===== src/rtl/mips_pkg.sv =====
// Shared MIPS pipeline definitions.
// Holds the fetch state encoding, NOP encoding and reset PC default.
package mips_pkg;

    typedef enum logic [1:0] {
        FS_FETCH = 2'd0,
        FS_HOLD  = 2'd1,
        FS_DRAIN = 2'd2
    } fetch_state_t;

    localparam logic [31:0] NOP_INSTR    = 32'h0000_0000;
    localparam logic [31:0] RESET_PC_DEF = 32'h0000_0000;

endpackage


===== src/rtl/fetch_stage_if.sv =====
// Instruction-memory request/response bundle.
// Fetch side is master, memory side is slave.
interface fetch_stage_if #(
    parameter int ADDR_W = 32
);
    logic              req;
    logic [ADDR_W-1:0] addr;
    logic              ready;
    logic [31:0]       rdata;

    modport master (
        output req,
        output addr,
        input  ready,
        input  rdata
    );

    modport slave (
        input  req,
        input  addr,
        output ready,
        output rdata
    );
endinterface


===== src/rtl/if_id_reg.sv =====
// IF/ID pipeline register with stall and flush.
// Flush wins over stall and loads a NOP bubble.
module if_id_reg
    import mips_pkg::*;
#(
    parameter int ADDR_W = 32
) (
    input  logic              clk,
    input  logic              rst,
    input  logic              i_stall,
    input  logic              i_flush,
    input  logic [31:0]       i_instr,
    input  logic [ADDR_W-1:0] i_pc4,
    output logic [31:0]       o_instr,
    output logic [ADDR_W-1:0] o_pc4,
    output logic              o_valid
);

    logic [31:0]       r_instr;
    logic [ADDR_W-1:0] r_pc4;
    logic              r_valid;

    always_ff @(posedge clk) begin
        if (rst || i_flush) begin
            r_instr <= NOP_INSTR;
            r_pc4   <= '0;
            r_valid <= 1'b0;
        end else if (!i_stall) begin
            r_instr <= i_instr;
            r_pc4   <= i_pc4;
            r_valid <= 1'b1;
        end
    end

    assign o_instr = r_instr;
    assign o_pc4   = r_pc4;
    assign o_valid = r_valid;

endmodule


===== src/rtl/fetch_stage.sv =====
// MIPS F stage: PCF, imem handshake, skid buffer, IF/ID register.
// Define FETCH_PERF_CNT_EN to add perf_fetched/perf_wait counters.
module fetch_stage
    import mips_pkg::*;
#(
    parameter int                ADDR_W   = 32,
    parameter logic [ADDR_W-1:0] RESET_PC = ADDR_W'(RESET_PC_DEF)
) (
    input  logic              clk,
    input  logic              rst,
    input  logic              StallF,
    input  logic              StallD,
    input  logic              PCSrcD,
    input  logic [ADDR_W-1:0] PCBranchD,
    fetch_stage_if.master     imem,
    output logic [31:0]       InstrD,
    output logic [ADDR_W-1:0] PCPlus4D,
    output logic              ValidD,
    output logic              FetchBusy
`ifdef FETCH_PERF_CNT_EN
    ,
    output logic [31:0]       perf_fetched,
    output logic [31:0]       perf_wait
`endif
);

    fetch_state_t      r_state, w_nstate;
    logic [ADDR_W-1:0] r_pcf, w_npcf;
    logic [ADDR_W-1:0] r_req_addr, w_nreq;
    logic [31:0]       r_skid_instr;
    logic [ADDR_W-1:0] r_skid_pc4;

    logic              w_hold, w_redir;
    logic [ADDR_W-1:0] w_pc4;
    logic              w_skid_ld, w_skid_clr;
    logic              w_stall, w_flush;
    logic [31:0]       w_d_instr;
    logic [ADDR_W-1:0] w_d_pc4;

    assign w_hold  = StallF | StallD;
    assign w_redir = PCSrcD & ~StallD;
    assign w_pc4   = r_pcf + ADDR_W'(4);

    always_comb begin
        w_nstate   = r_state;
        w_npcf     = r_pcf;
        w_nreq     = r_req_addr;
        w_skid_ld  = 1'b0;
        w_skid_clr = 1'b0;
        w_stall    = 1'b1;
        w_flush    = 1'b0;
        w_d_instr  = imem.rdata;
        w_d_pc4    = w_pc4;
        case (r_state)
            FS_FETCH: begin
                if (w_redir) begin
                    w_npcf  = PCBranchD;
                    w_flush = 1'b1;
                    // keep the abandoned address stable until memory answers
                    if (!imem.ready) begin
                        w_nstate = FS_DRAIN;
                        w_nreq   = r_pcf;
                    end
                end else if (imem.ready) begin
                    if (w_hold) begin
                        w_skid_ld = 1'b1;
                        w_nstate  = FS_HOLD;
                    end else begin
                        w_stall = 1'b0;
                        w_npcf  = w_pc4;
                    end
                end else if (!w_hold) begin
                    w_flush = 1'b1;
                end
            end
            FS_HOLD: begin
                if (w_redir) begin
                    w_skid_clr = 1'b1;
                    w_flush    = 1'b1;
                    w_npcf     = PCBranchD;
                    w_nstate   = FS_FETCH;
                end else if (!w_hold) begin
                    w_stall    = 1'b0;
                    w_d_instr  = r_skid_instr;
                    w_d_pc4    = r_skid_pc4;
                    w_npcf     = r_skid_pc4 + ADDR_W'(4);
                    w_skid_clr = 1'b1;
                    w_nstate   = FS_FETCH;
                end
            end
            FS_DRAIN: begin
                w_flush = ~StallD;
                if (w_redir)    w_npcf   = PCBranchD;
                if (imem.ready) w_nstate = FS_FETCH;
            end
            default: w_nstate = FS_FETCH;
        endcase
    end

    always_ff @(posedge clk) begin
        if (rst) begin
            r_state      <= FS_FETCH;
            r_pcf        <= RESET_PC;
            r_req_addr   <= RESET_PC;
            r_skid_instr <= NOP_INSTR;
            r_skid_pc4   <= '0;
        end else begin
            r_state    <= w_nstate;
            r_pcf      <= w_npcf;
            r_req_addr <= w_nreq;
            if (w_skid_ld) begin
                r_skid_instr <= imem.rdata;
                r_skid_pc4   <= w_pc4;
            end else if (w_skid_clr) begin
                r_skid_instr <= NOP_INSTR;
                r_skid_pc4   <= '0;
            end
        end
    end

    assign imem.req  = ~rst & (r_state != FS_HOLD);
    assign imem.addr = (r_state == FS_DRAIN) ? r_req_addr : r_pcf;
    assign FetchBusy = (r_state == FS_DRAIN) |
                       ((r_state == FS_FETCH) & ~imem.ready);

    if_id_reg #(
        .ADDR_W (ADDR_W)
    ) u_if_id (
        .clk     (clk),
        .rst     (rst),
        .i_stall (w_stall),
        .i_flush (w_flush),
        .i_instr (w_d_instr),
        .i_pc4   (w_d_pc4),
        .o_instr (InstrD),
        .o_pc4   (PCPlus4D),
        .o_valid (ValidD)
    );

`ifdef FETCH_PERF_CNT_EN
    logic [31:0] r_perf_fetched, r_perf_wait;

    always_ff @(posedge clk) begin
        if (rst) begin
            r_perf_fetched <= '0;
            r_perf_wait    <= '0;
        end else begin
            if (!w_stall && !w_flush) r_perf_fetched <= r_perf_fetched + 32'd1;
            if (FetchBusy)            r_perf_wait    <= r_perf_wait + 32'd1;
        end
    end

    assign perf_fetched = r_perf_fetched;
    assign perf_wait    = r_perf_wait;
`endif

endmodule

===== src/flat_wrapper.sv =====
// flat-port wrapper written by rule: the top's interface ports become plain ports
module fetch_stage_flat import mips_pkg::*;
#(
    parameter int                ADDR_W   = 32,
    parameter logic [ADDR_W-1:0] RESET_PC = ADDR_W'(RESET_PC_DEF)
)
  (clk, rst, StallF, StallD, PCSrcD, PCBranchD, InstrD, PCPlus4D, ValidD, FetchBusy, imem_req, imem_addr, imem_ready, imem_rdata);
  fetch_stage_if #(.ADDR_W(ADDR_W)) imem_i ();
  input  logic clk;
  input  logic rst;
  input  logic StallF;
  input  logic StallD;
  input  logic PCSrcD;
  input  logic [ADDR_W-1:0] PCBranchD;
  output logic [31:0] InstrD;
  output logic [ADDR_W-1:0] PCPlus4D;
  output logic ValidD;
  output logic FetchBusy;
  output wire logic [$bits(imem_i.req)-1:0] imem_req;
  output wire logic [$bits(imem_i.addr)-1:0] imem_addr;
  input wire logic [$bits(imem_i.ready)-1:0] imem_ready;
  input wire logic [$bits(imem_i.rdata)-1:0] imem_rdata;
  assign imem_req = imem_i.req;
  assign imem_addr = imem_i.addr;
  assign imem_i.ready = imem_ready;
  assign imem_i.rdata = imem_rdata;
  fetch_stage #(.ADDR_W(ADDR_W), .RESET_PC(RESET_PC)) u_core (.clk(clk), .rst(rst), .StallF(StallF), .StallD(StallD), .PCSrcD(PCSrcD), .PCBranchD(PCBranchD), .imem(imem_i), .InstrD(InstrD), .PCPlus4D(PCPlus4D), .ValidD(ValidD), .FetchBusy(FetchBusy));
endmodule

===== config.mk =====
export PLATFORM = sky130hd
export DESIGN_NAME = fetch_stage_flat
export DESIGN_NICKNAME = d
export VERILOG_FILES = /design/src/rtl/mips_pkg.sv /design/src/rtl/fetch_stage_if.sv /design/src/rtl/if_id_reg.sv /design/src/rtl/fetch_stage.sv /design/src/flat_wrapper.sv
export SDC_FILE = /design/constraint.sdc
export NUM_CORES = 1
export LEC_CHECK = 0
export CAP_MARGIN = 30
export CORE_MARGIN = 3
export CORE_UTILIZATION = 54
export DETAILED_ROUTE_END_ITERATION = 8
export PLACE_DENSITY = 0.9
export SLEW_MARGIN = 20
export SYNTH_ARGS = -nofsm -noshare
export SYNTH_HDL_FRONTEND = slang
export SYNTH_HIERARCHICAL = 1
export SYNTH_SLANG_ARGS = --single-unit

===== constraint.sdc =====
create_clock -name clk -period 2.6 [get_ports clk]
set_input_delay 0.52 -clock clk [delete_from_list [all_inputs] [get_ports clk]]
set_output_delay 0.52 -clock clk [all_outputs]
set_load 0.01 [all_outputs]

### Word-level counts from Yosys, hierarchy flattened

Cells that the tools add are included.

| operators by class | value |
|---|---|
| bitwise gates (word level) | 8 |
| $mul | 0 |
| equality and inequality tests | 10 |
| $lt $le $gt $ge | 0 |
| mux-type cells | 40 |
| reduce and logical (&&, ||, !) cells | 7 |
| divide/modulo/power cells | 0 |
| add/subtract/negate cells | 2 |
| shifts and indexed selects | 0 |

Operator list:

| cell | number |
|---|---|
| 2-to-1 mux 32 bit | 16 |
| case mux 32 bit (3 select lines) | 1 |
| adder 32 x 3 -> 32 bit (second input constant) | 2 |
| 2-to-1 mux 2 bit | 7 |
| 2-to-1 mux 1 bit | 13 |
| AND reduction 5 bit | 2 |
| inequality test 3 bit (second input constant) | 3 |
| case mux 2 bit (3 select lines) | 1 |
| inequality test 2 x 1 -> 1 bit (second input constant) | 2 |
| AND 1 bit | 3 |
| inequality test 3 x 1 -> 1 bit (second input constant) | 1 |
| inequality test 3 x 2 -> 1 bit (second input constant) | 1 |
| inverter 1 bit | 3 |
| case mux 1 bit (3 select lines) | 1 |
| AND reduction 3 bit | 1 |
| nonzero test 3 bit | 1 |
| equality test 2 x 1 -> 1 bit (second input constant) | 1 |
| equality test 2 bit (second input constant) | 1 |
| logical NOT 2 bit | 1 |
| inequality test 2 bit (second input constant) | 1 |
| OR 1 bit | 2 |
| case mux 1 bit (2 select lines) | 1 |
| nonzero test 2 bit | 1 |
| logical OR 1 bit | 1 |

| word-level totals | value |
|---|---|
| word-level logic and storage cells | 75 |
| bits in latches | 0 |
| output and inout bits | 99 |
| memories | 0 |
| flip-flop bits (word level) | 195 |
| bits in writable memories | 0 |
| input port bits | 70 |
| bits in read-only memories | 0 |

### Depth between registers and ports, before layout

| logic depth | value |
|---|---|
| depth in word-level cells | 6 |
| mapped depth | 12 |
| mapped depth without buffers | 9 |

### By module

The synthesis kept the hierarchy.

By module, submodules not included:

| module | cells each | area each (µm²) | sequential area each (µm²) | instances |
|---|---|---|---|---|
| fetch_stage | 1025 | 7920.1 | 2602.5 | 1 |
| if_id_reg | 210 | 2306.0 | 1301.2 | 1 |

### Worst setup path after synthesis

No wires, ideal clock.

| timing path | value |
|---|---|
| kind | reg-to-reg |
| from | reg u_core.r_state[0] |
| to | reg u_core.r_pcf[3] |
| required time | 2530 ps |
| setup slack | 318 ps |
| buffers on the path | 2 |
| setup time | 70 ps |
| period minus slack after synthesis | 2282 ps |
| data arrival time | 2212 ps |
| cell stages (with the launch flop) | 11 |
| cells stage by stage | dfxtp_1 inv_1 ha_1 o21ba_2 o22a_1 nor2_1 and2_1 buf_2 buf_1 o211ai_1 a21oi_1 |

| on the way | value |
|---|---|
| word-level cells in the longest chain between the ends | 3 |
| elaborated cells between the ends (all ways) | 10 |
| classes of those cells | 6 x eq/ne; 1 x mux; 3 x reduce/logical |

Ends and longest elaborated chain:

| what | RTL line | source |
|---|---|---|
| start: declaration | fetch_stage.sv:27 | `fetch_state_t r_state, w_nstate;` |
| start signal: assignment | fetch_stage.sv:108 | `r_state <= w_nstate;` |
| equality test 2 x 1 -> 1 bit, or another cell as far along | fetch_stage.sv:54 | `case (r_state)` |
| inequality test 3 bit (no line), or another cell as far along | -- |  |
| AND reduction 5 bit (no line) | -- |  |
| end signal: assignment | fetch_stage.sv:109 | `r_pcf <= w_npcf;` |
| end: declaration | fetch_stage.sv:28 | `logic [ADDR_W-1:0] r_pcf, w_npcf;` |

Parallel ways exist; a longest one is shown, timed or not.
A chain may end at the register's enable or synchronous reset.

### Final worst setup path

| timing path | value |
|---|---|
| from | reg u_core.r_pcf[5] |
| to | reg u_core.r_pcf[29] |

| on the way | value |
|---|---|
| word-level cells in the longest chain between the ends | 5 |

Ends and longest elaborated chain:

| what | RTL line | source |
|---|---|---|
| adder 32 x 3 -> 32 bit | fetch_stage.sv:42 | `assign w_pc4 = r_pcf + ADDR_W'(4);` |
| 2-to-1 mux 32 bit | fetch_stage.sv:65 | `if (w_hold) begin` |
| 2-to-1 mux 32 bit | fetch_stage.sv:64 | `end else if (imem.ready) begin` |
| 2-to-1 mux 32 bit | fetch_stage.sv:56 | `if (w_redir) begin` |
| case mux 32 bit (3 select lines) | fetch_stage.sv:54 |  |

Every way passes these cells. The select of a mux whose other input is x is not followed.

==> results_dict.tcl <==
set metrics [dict create \
    status "finished clean" \
    cp_slowest_cell "dfxtp_1" \
    maxSlewViolCount 0 \
    crit_required_ps 2950 \
    cpPeakStageDelay_ps 500 \
    cts_made_buffers 17 \
    total_power_mw 9.14 \
    ys_warn_count 6 \
    synth_seq_cells 195 \
    power.net_switching_mw 3.23 \
    drive_above_1_share_pct 14.1 \
    grt_pass1_wl_um 49500 \
    synth_xor_area_share_pct 4.54 \
    multiInputGateArea_um2 5860 \
    ios 169 \
    syn_to_final_growth_pct 28.2 \
    crit_type "flip-flop to flip-flop" \
    period_share_pct 98.9 \
    synth_cells 1235 \
    dp_cells 1600 \
    grt_overflow 0 \
    drc_errors 0 \
    grt_max_degree 65 \
    drv_cap 0 \
    ys_types 66 \
    synthTopCellsByCount "220 x nor2_1, 195 x dfxtp_1, 116 x nand2_1" \
    min_from "u_core/r_req_addr[6]" \
    relSlewSlack_pct 56.9 \
    initial_utilization_pct 56.0 \
    cts_tree "done" \
    critPathMaxFanout 9 \
    instances_no_fill 1633 \
    synthMostInstantiatedCell "nor2_1" \
    syn_nets 1311 \
    finClkSkew_ps 13.2 \
    core_um2 18300 \
    globalplace.congestion 0.954 \
    power_frac_comb_pct 31.8 \
    synth-compound-area-share_pct 16.7 \
    htreeDepth 4 \
    timing.critical_path.arrival_ps 2920 \
    final.setup.tns_ps 0 \
    dpl_cell_area_um2 12400 \
    die_w_um 144 \
    cts_buffer_depth 2 \
    synth.avg_cell_area_um2 8.28 \
    drt-initial-drc-count 1158 \
    synth.area.top_cells "dfxtp_1 38%, nor2_1 8.1%, mux2_2 7.6%" \
    port_buffers 168 \
    holdBufCountCts 0 \
    p_clk_share_pct 29.7 \
    vias 9883 \
    max_freq_ghz 0.389 \
    n_antenna_cell 0 \
    synth_ff_type "dfxtp_1" \
    register_area_um2 3910 \
    root_buffer "clkbuf_16" \
    synth_edf_count 0 \
    fillers 1392 \
    critPathLaunchType "flip-flop" \
    via_per_inst 6.05 \
    async_flop_share_pct 0 \
    leakagePower_nw 5.51 \
    grt_antenna_before_repair 0 \
    nets 1467 \
    tightest_slew_ps 647 \
    fin_ws_ps 29.2 \
    pwr-share-seq_pct 38.5 \
    ys_seq_area_share_pct 38.2 \
    grt_pass1_vias 9297 \
    cp_cell_sequence "and4_1 > nand4_2 > nor4bb_1 > xor2_1 > a22oi_1 > a311oi_1" \
    die_y_um 144 \
    crit_path_start "u_core/r_pcf[5]" \
    dp_slack_ps 52.7 \
    synth_area_leader_cell "dfxtp_1" \
    worst_r2r_startpoint "u_core/r_pcf[5]" \
    final_area_um2 13100 \
    p_sw_share_pct 35.3 \
    synth_top_area_share_pct 38.2 \
    cts.sinks 195 \
    power_per_cell_area_nw_per_um2 697 \
    min_path_type "flip-flop to flip-flop" \
    ir_drop_v 0.000522 \
    hold_viol 0 \
    dr.pass1.iters 6 \
    clock_latency_ps 440 \
    setup_viol 0 \
    synth_top_family_by_area "simple AND/OR/NAND/NOR gates" \
    dpl.hpwl_um 22400 \
    synth-adder-area-share_pct 0.734 \
    detail-route-antenna-nets 0 \
    crit_path_end_kind "flip-flop" \
    clk_pin_slew_worst_paths_ps 80 \
    finalCriticalPeriod_ps 2570 \
    p_int_mw 5.91 \
    wl_um 31500 \
    num_rows 49 \
    synth-simple-area-share_pct 20.5 \
    grt_util_all_layers_pct 30.2 \
    syn-cell-area_um2 10200 \
    wl_per_cell_um 19.3 \
    synthMuxAreaShare_pct 14.2 \
    dieArea_um2 20600 \
]
cell usage in the layout, fill, tap and decap left out, types with 5 or more instances in the layout:
cell,count
a211o_1,5
a211oi_1,14
a21o_1,6
a21oi_1,91
a221oi_1,12
a22oi_1,47
a2bb2oi_1,12
a311oi_1,6
and3_1,11
and4_1,5
buf_12,11
buf_4,59
clkbuf_16,17
clkdlybuf4s50_1,136
dfxtp_1,193
dlygate4sd2_1,20
dlymetal6s2s_1,11
inv_1,17
inv_8,5
mux2_2,69
mux2i_1,67
nand2_1,115
nand2b_1,7
nand3_1,26
nand4_1,22
nor2_1,218
nor3_1,20
nor4_1,9
o211ai_1,7
o21ai_0,23
o22ai_1,8
or3_1,5
xnor2_1,29
xor2_1,24
path summary, 6_finish.rpt:
path,to,slack [ps],cells past startpoint
setup / recovery,u_core/r_pcf[29],30,6
hold / removal,u_core/r_req_addr[6],450,2
setup reg to reg,u_core/r_pcf[29],30,6
hold reg to reg,u_core/r_req_addr[6],450,2
worst max-delay path: cells and delay by family (launching register included):
| kind | cells | cell delay, ps |
|---|---|---|
| compound gates | 2 | 460 |
| xor+xnor | 1 | 370 |
| flops | 1 | 500 |
| simple gates | 3 | 1150 |
flip-flops by register name, indices dropped and copies added, names as in the netlist:
register,cells
u_core/r_skid_instr,32
u_core/u_if_id/o_instr,32
u_core/r_req_addr,32
u_core/r_pcf,32
u_core/r_state,2
u_core/r_skid_pc4,32
u_core/u_if_id/o_valid,1
u_core/u_if_id/o_pc4,32
routing by layer:
metal / GRT usage (%) / share of wire [%]
met1: 41.1 / 41
met2: 46.8 / 45
met3: 8.89 / 11
met4: 8.72 / 2.2
met5: 0 / 0
final cells by class:
type | instances | area share (%)
repair buffers | 239 | 18.0
clock buffers | 17 | 3.25
flip-flops and latches | 195 | 29.8
clock inverters | 15 | 1.46
well taps | 229 | 2.19
multi-input cells | 920 | 44.7
inverters | 18 | 0.516
stage by stage:
step / hold WS (ps) / utilization [%]
floorplan: 433 / -
global placement: 438 / 68.1
detailed placement: 444 / 68.1
CTS: 455 / 71.5
global route: 477 / 71.7
finish: 454 / 71.7
repair_timing:
item	CTS	global route
endpoints found under the setup margin	34	14
resized for setup	27	16
buffers inserted	1	0
pin swaps	1	0
cloned	0	0
power groups by stage:
stage                     logic [mW]  registers, mW  clock network, mW
after floorplan                 1.76           3.46                  0
after global placement          2.84           3.56                  0
after detailed placement        2.87           3.57                  0
after CTS                       2.85           3.51               2.74
after global routing            3.11           3.56               2.87
final                           2.91           3.52               2.71
kinds of logic (layout without fill, tap and decap cells):
group | after synthesis | count (layout)
AND/OR/NAND/NOR | 466 | 466
AO/OA/AOI/OAI | 259 | 259
flip-flops | 195 | 195
multiplexers | 136 | 136
buffers and inverters | 120 | 289
XOR/XNOR | 53 | 53
adder cells (fa/ha/maj) | 6 | 6
Note: power is estimated with default switching activity, not from simulation.
